## src/rtl/axi_drop_packet_arb.sv

```systemverilog
// Round-robin, packet-locked arbiter feeding one axi_drop_packet from NUM_PORTS streams.
// Define AXI_DROP_PACKET_ARB_STATS_EN to add per-port packet/truncation counters.
module axi_drop_packet_arb #(
  parameter int NUM_PORTS    = 4,
  parameter int WIDTH        = 32,
  parameter int MAX_PKT_SIZE = 64
) (
  input  logic                           clk,
  input  logic                           reset_n,
  input  logic                           clear,
  input  logic [NUM_PORTS*WIDTH-1:0]     i_tdata,
  input  logic [NUM_PORTS-1:0]           i_tvalid,
  input  logic [NUM_PORTS-1:0]           i_tlast,
  input  logic [NUM_PORTS-1:0]           i_terror,
  output logic [NUM_PORTS-1:0]           i_tready,
  output logic [WIDTH-1:0]               o_tdata,
  output logic                           o_tvalid,
  output logic                           o_tlast,
  output logic                           o_terror,
  input  logic                           o_tready,
  output logic [$clog2(NUM_PORTS)-1:0]   o_grant,
  output logic                           o_active
`ifdef AXI_DROP_PACKET_ARB_STATS_EN
  ,
  output logic [NUM_PORTS*16-1:0]        stat_pkts,
  output logic [NUM_PORTS*16-1:0]        stat_trunc
`endif
);

  localparam int GW = $clog2(NUM_PORTS);
  localparam int CW = $clog2(MAX_PKT_SIZE + 1);

  typedef enum logic [1:0] {IDLE, PASS, DRAIN} state_t;

  state_t          state_reg;
  logic [GW-1:0]   grant_reg;
  logic [GW-1:0]   rr_ptr_reg;
  logic [CW-1:0]   count_reg;

  logic [WIDTH-1:0] port_data [NUM_PORTS];
  logic            g_valid;
  logic            g_last;
  logic            g_err;
  logic            in_pass;
  logic            at_max;
  logic            beat;
  logic            req_any;
  logic            found_next;
  logic [GW-1:0]   pick_next;
  int              idx_next;

  genvar gi;
  generate
    for (gi = 0; gi < NUM_PORTS; gi++) begin : g_port
      assign port_data[gi] = i_tdata[gi*WIDTH +: WIDTH];
      assign i_tready[gi]  = (grant_reg == GW'(gi)) &&
                             ((in_pass && o_tready) || (state_reg == DRAIN));
    end
  endgenerate

  assign g_valid = i_tvalid[grant_reg];
  assign g_last  = i_tlast[grant_reg];
  assign g_err   = i_terror[grant_reg];
  assign in_pass = (state_reg == PASS);
  // at_max marks the beat that would be word MAX_PKT_SIZE of the packet
  assign at_max  = (count_reg == CW'(MAX_PKT_SIZE - 1));
  assign beat    = in_pass && g_valid && o_tready;
  assign req_any = |i_tvalid;

  assign o_tdata  = port_data[grant_reg];
  assign o_tvalid = in_pass && g_valid;
  assign o_tlast  = o_tvalid && (g_last || at_max);
  assign o_terror = o_tvalid && (g_last ? g_err : at_max);
  assign o_grant  = grant_reg;
  assign o_active = (state_reg != IDLE);

  // Search starts just after the last served port so it ends up lowest priority
  always_comb begin
    pick_next  = rr_ptr_reg;
    found_next = 1'b0;
    idx_next   = 0;
    for (int k = 1; k <= NUM_PORTS; k++) begin
      idx_next = int'(rr_ptr_reg) + k;
      if (idx_next >= NUM_PORTS) idx_next = idx_next - NUM_PORTS;
      if (!found_next && i_tvalid[GW'(idx_next)]) begin
        found_next = 1'b1;
        pick_next  = GW'(idx_next);
      end
    end
  end

  always_ff @(posedge clk or negedge reset_n) begin
    if (!reset_n) begin
      state_reg  <= IDLE;
      grant_reg  <= '0;
      rr_ptr_reg <= GW'(NUM_PORTS - 1);
      count_reg  <= '0;
    end else if (clear) begin
      state_reg  <= IDLE;
      grant_reg  <= '0;
      rr_ptr_reg <= GW'(NUM_PORTS - 1);
      count_reg  <= '0;
    end else begin
      case (state_reg)
        IDLE: begin
          if (req_any) begin
            grant_reg  <= pick_next;
            rr_ptr_reg <= pick_next;
            state_reg  <= PASS;
          end
        end
        PASS: begin
          if (beat) begin
            if (g_last) begin
              count_reg <= '0;
              state_reg <= IDLE;
            end else if (at_max) begin
              count_reg <= '0;
              state_reg <= DRAIN;
            end else begin
              count_reg <= count_reg + 1'b1;
            end
          end
        end
        DRAIN: begin
          if (g_valid && g_last) state_reg <= IDLE;
        end
        default: state_reg <= IDLE;
      endcase
    end
  end

`ifdef AXI_DROP_PACKET_ARB_STATS_EN
  generate
    for (gi = 0; gi < NUM_PORTS; gi++) begin : g_stats
      logic [15:0] pkts_reg;
      logic [15:0] trunc_reg;
      always_ff @(posedge clk or negedge reset_n) begin
        if (!reset_n) begin
          pkts_reg  <= '0;
          trunc_reg <= '0;
        end else if (clear) begin
          pkts_reg  <= '0;
          trunc_reg <= '0;
        end else if (beat && (grant_reg == GW'(gi))) begin
          if (g_last) begin
            if (pkts_reg != 16'hFFFF) pkts_reg <= pkts_reg + 16'd1;
          end else if (at_max) begin
            if (trunc_reg != 16'hFFFF) trunc_reg <= trunc_reg + 16'd1;
          end
        end
      end
      assign stat_pkts[gi*16 +: 16]  = pkts_reg;
      assign stat_trunc[gi*16 +: 16] = trunc_reg;
    end
  endgenerate
`endif

endmodule

```

## config.mk

```make
export PLATFORM = sky130hd
export DESIGN_NAME = axi_drop_packet_arb
export DESIGN_NICKNAME = d
export VERILOG_FILES = /design/src/rtl/axi_drop_packet_arb.sv
export SDC_FILE = /design/constraint.sdc
export NUM_CORES = 1
export LEC_CHECK = 0
export CELL_PAD_IN_SITES_DETAIL_PLACEMENT = 0
export CELL_PAD_IN_SITES_GLOBAL_PLACEMENT = 1
export CORE_AREA = 3 3 72 74
export DETAILED_ROUTE_END_ITERATION = 10
export DIE_AREA = 0 0 75 77
export DONT_BUFFER_PORTS = 1
export PLACE_DENSITY_LB_ADDON = 0.1
export SLEW_MARGIN = 20
export SYNTH_ARGS = -nofsm -noshare
export SYNTH_HDL_FRONTEND = slang
export SYNTH_SLANG_ARGS = --single-unit
export TNS_END_PERCENT = 20
```

## constraint.sdc

```tcl
create_clock -name clk -period 1.6 [get_ports clk]
set_input_delay 0.16 -clock clk [delete_from_list [all_inputs] [get_ports clk]]
set_output_delay 0.16 -clock clk [all_outputs]
set_load 0.01 [all_outputs]
```

==> flow_summary.json <==
{
  "drt_iter0_drc": 40,
  "clock_path_buffers": 2,
  "ys_dominant_reg_cell": "dfrtp_1",
  "synth_compound_area_share_pct": 12.6,
  "yosysSeqAreaShare_pct": 19.8,
  "initial_utilization_pct": 35.4,
  "synthAdderAreaFrac_pct": 0.758,
  "htree_levels": 1,
  "ys_ff_latch": 13,
  "vias": 1445,
  "num_rows": 25,
  "grtUsageTotal_pct": 21.4,
  "tns_ps": -5270,
  "io-pin-count": 186,
  "p_leak_uw": 0.000695,
  "fin_crit_sh_pct": 112,
  "required_ps": 1440,
  "pre_cts_ws_ps": -48.2,
  "grt_overflow_total": 0,
  "synth_area_per_cell_um2": 12.6,
  "slew_headroom_pct": 59.2,
  "dp_hpwl_um": 5610,
  "critPathLaunchType": "register",
  "post-route-drc-count": 0,
  "cts_num_sinks": 13,
  "async_flop_share_pct": 100,
  "postSynthCellCount": 131,
  "via_per_inst": 7.15,
  "clock-skew-final_ps": 4.93,
  "syn_area_mm2": 0.00165,
  "synth_top_family_by_area": "multiplexers",
  "gp_congestion": 0.829,
  "synth_commonest_cells": "35 x mux4_2, 11 x dfrtp_1, 8 x nor2_1, 6 x clkbuf_1",
  "ir_worst_vdd_mv": 0.453,
  "drtPass1Iterations": 4,
  "crit_fanout": 4,
  "post_drt_wl_per_cell_um": 31.7,
  "grt_pass1_vias": 1485,
  "path_clk_slew_ps": 60,
  "synthXorXnorAreaFrac_pct": 0,
  "synth.most_common_cell": "mux4_2",
  "hold_class": "in -> reg",
  "routed_wl_um": 6410,
  "end_kind": "primary output",
  "violations": "setup timing",
  "yosys.area_share.simple_pct": 14.5,
  "max_stage_delay_ps": 410,
  "grt_pass1_wl_um": 8810,
  "antenna_found_initial": 3,
  "synth_top_area_share_pct": 47.7,
  "cp_top_family": "flip-flops",
  "worst_ep_arrival_time_ps": 1620,
  "cts_buffers": 3,
  "crit_path_top_delay_cell": "dfrtp_2",
  "critPathKind": "reg -> out",
  "fillerInstances": 425,
  "ys_warn_count": 0,
  "drv_slew": 0,
  "synth.area.top_cells": "mux4_2 48%, dfrtp_1 17%, dfstp_2 3.2%, nor2_1 1.8%, and3b_1 1.6%",
  "critPathBufInv": 1,
  "max_slew.worst_pin.slew_ps": 611,
  "synth_top_area_cell": "mux4_2",
  "drt.antenna.violating_nets": 0,
  "drive_above_1_share_pct": 49.3,
  "max-cap-violations": 0,
  "timing.final.hold_violations": 0,
  "grt_max_degree": 39,
  "muxShareOfSynthArea_pct": 49.0,
  "largest_register_ffs": 7,
  "dieArea_mm2": 0.00578,
  "min_period_ps": 1780,
  "ctsRootBufferMaster": "clkbuf_8",
  "max_freq_ghz": 0.560,
  "synthesis.nets": 276,
  "setup_violations": 42,
  "die_w_um": 75,
  "crit_chain": "buf_6 -> mux4_2 -> nor3b_4 -> o21a_4 -> a21boi_4",
  "portBuffers": 0,
  "tritoncts": "done",
  "layout_setup_ws_ps": -185,
  "clock_latency_ps": 250,
  "areaGrowthSynthToFinish_pct": 20.1,
  "reg2reg_slack_ps": -170,
  "die_h_um": 77,
  "core_area_mm2": 0.00466,
  "outcome": "complete, but fails checks",
  "synth_edf_count": 0,
  "layout.nets": 294,
  "diodes": 0,
  "synth_cell_type_count": 40,
  "powerDensity_mw_per_mm2": 704,
  "rsz0062_at_grt": "yes"
}
[through the flow]
stage	utilization (%)	hold WS, ps	std cells	total power (uW)	instance area, um2
global route	42.6	73.8	202	1470	1980
global placement	39.2	-135	192	1040	1830
floorplan	-	-136	131	913	1670
CTS	42.3	76.7	201	1400	1970
finish	42.6	77.6	202	1400	1980
detailed placement	39.2	-135	192	1050	1830
[placed cells by master, fill, tap and decap left out, types with 3 or more instances in the layout]
master	Yosys	routed
mux4_2	35	35
buf_6	0	3
o31ai_1	3	3
nor3b_1	3	3
dfrtp_1	11	9
nand3_1	3	3
o2bb2ai_1	3	3
nand2_1	5	5
nand2b_1	4	4
nor3_1	5	5
clkbuf_8	0	3
buf_4	0	15
inv_1	3	3
dlygate4sd3_1	0	3
nor2_1	8	7
o21ai_0	3	3
[layout make-up]
class                   instances  area, um2  share of cell area, %
well taps                      54       67.6                   3.41
flip-flops and latches         13        330                   16.7
inverters                       3       11.3                  0.568
clock buffers                   4       45.0                   2.27
repair buffers                 23        219                   11.0
multi-input cells             105       1310                   66.1
[cells by family after synthesis]
group / Yosys count
flip-flops: 13
buffers and inverters: 13
adder cells (fa/ha/maj): 1
AO/OA/AOI/OAI: 26
AND/OR/NAND/NOR: 41
multiplexers: 37
[worst register-to-register path, cell delays in order, from the launching register on]
cell     delay, ps
dfrtp_2        380
mux4_2         530
buf_4          150
buf_4          140
a21oi_2        160
nor4_1          70
a211o_1        220
[per-layer routing]
layer | global-route usage, % | part of all wire, %
met1 | 25.3 | 36
met5 | 0 | 0.84
met4 | 3.38 | 0.89
met3 | 10.6 | 12
met2 | 34.9 | 49
[path summary, 6_finish.rpt]
| path | startpoint | endpoint | cells past startpoint |
|---|---|---|---|
| max reg2reg | o_grant[1] | count_reg[3] | 6 |
| min | o_tready | state_reg[1] | 2 |
| min reg2reg | count_reg[6] | count_reg[6] | 1 |
| min in group asynchronous | reset_n | count_reg[3] | 1 |
| max | o_grant[0] | o_terror | 5 |
| max in group asynchronous | reset_n | o_grant[1] | 1 |
[where the power goes]
| group | total [uW] | internal (uW) | switching [uW] |
|---|---|---|---|
| clock network | 295 | 176 | 119 |
| registers | 372 | 351 | 21.4 |
| logic | 729 | 369 | 359 |
| total | 1400 | 896 | 500 |
[timing repair]
action,in CTS,in global routing
pin swaps,1,0
hold buffers,3,0
cloned,0,0
buffers inserted,2,1
hold endpoints to repair,15,0
setup endpoints to repair,45,48
resized for setup,11,1
Power figures use the tool's default switching activity.
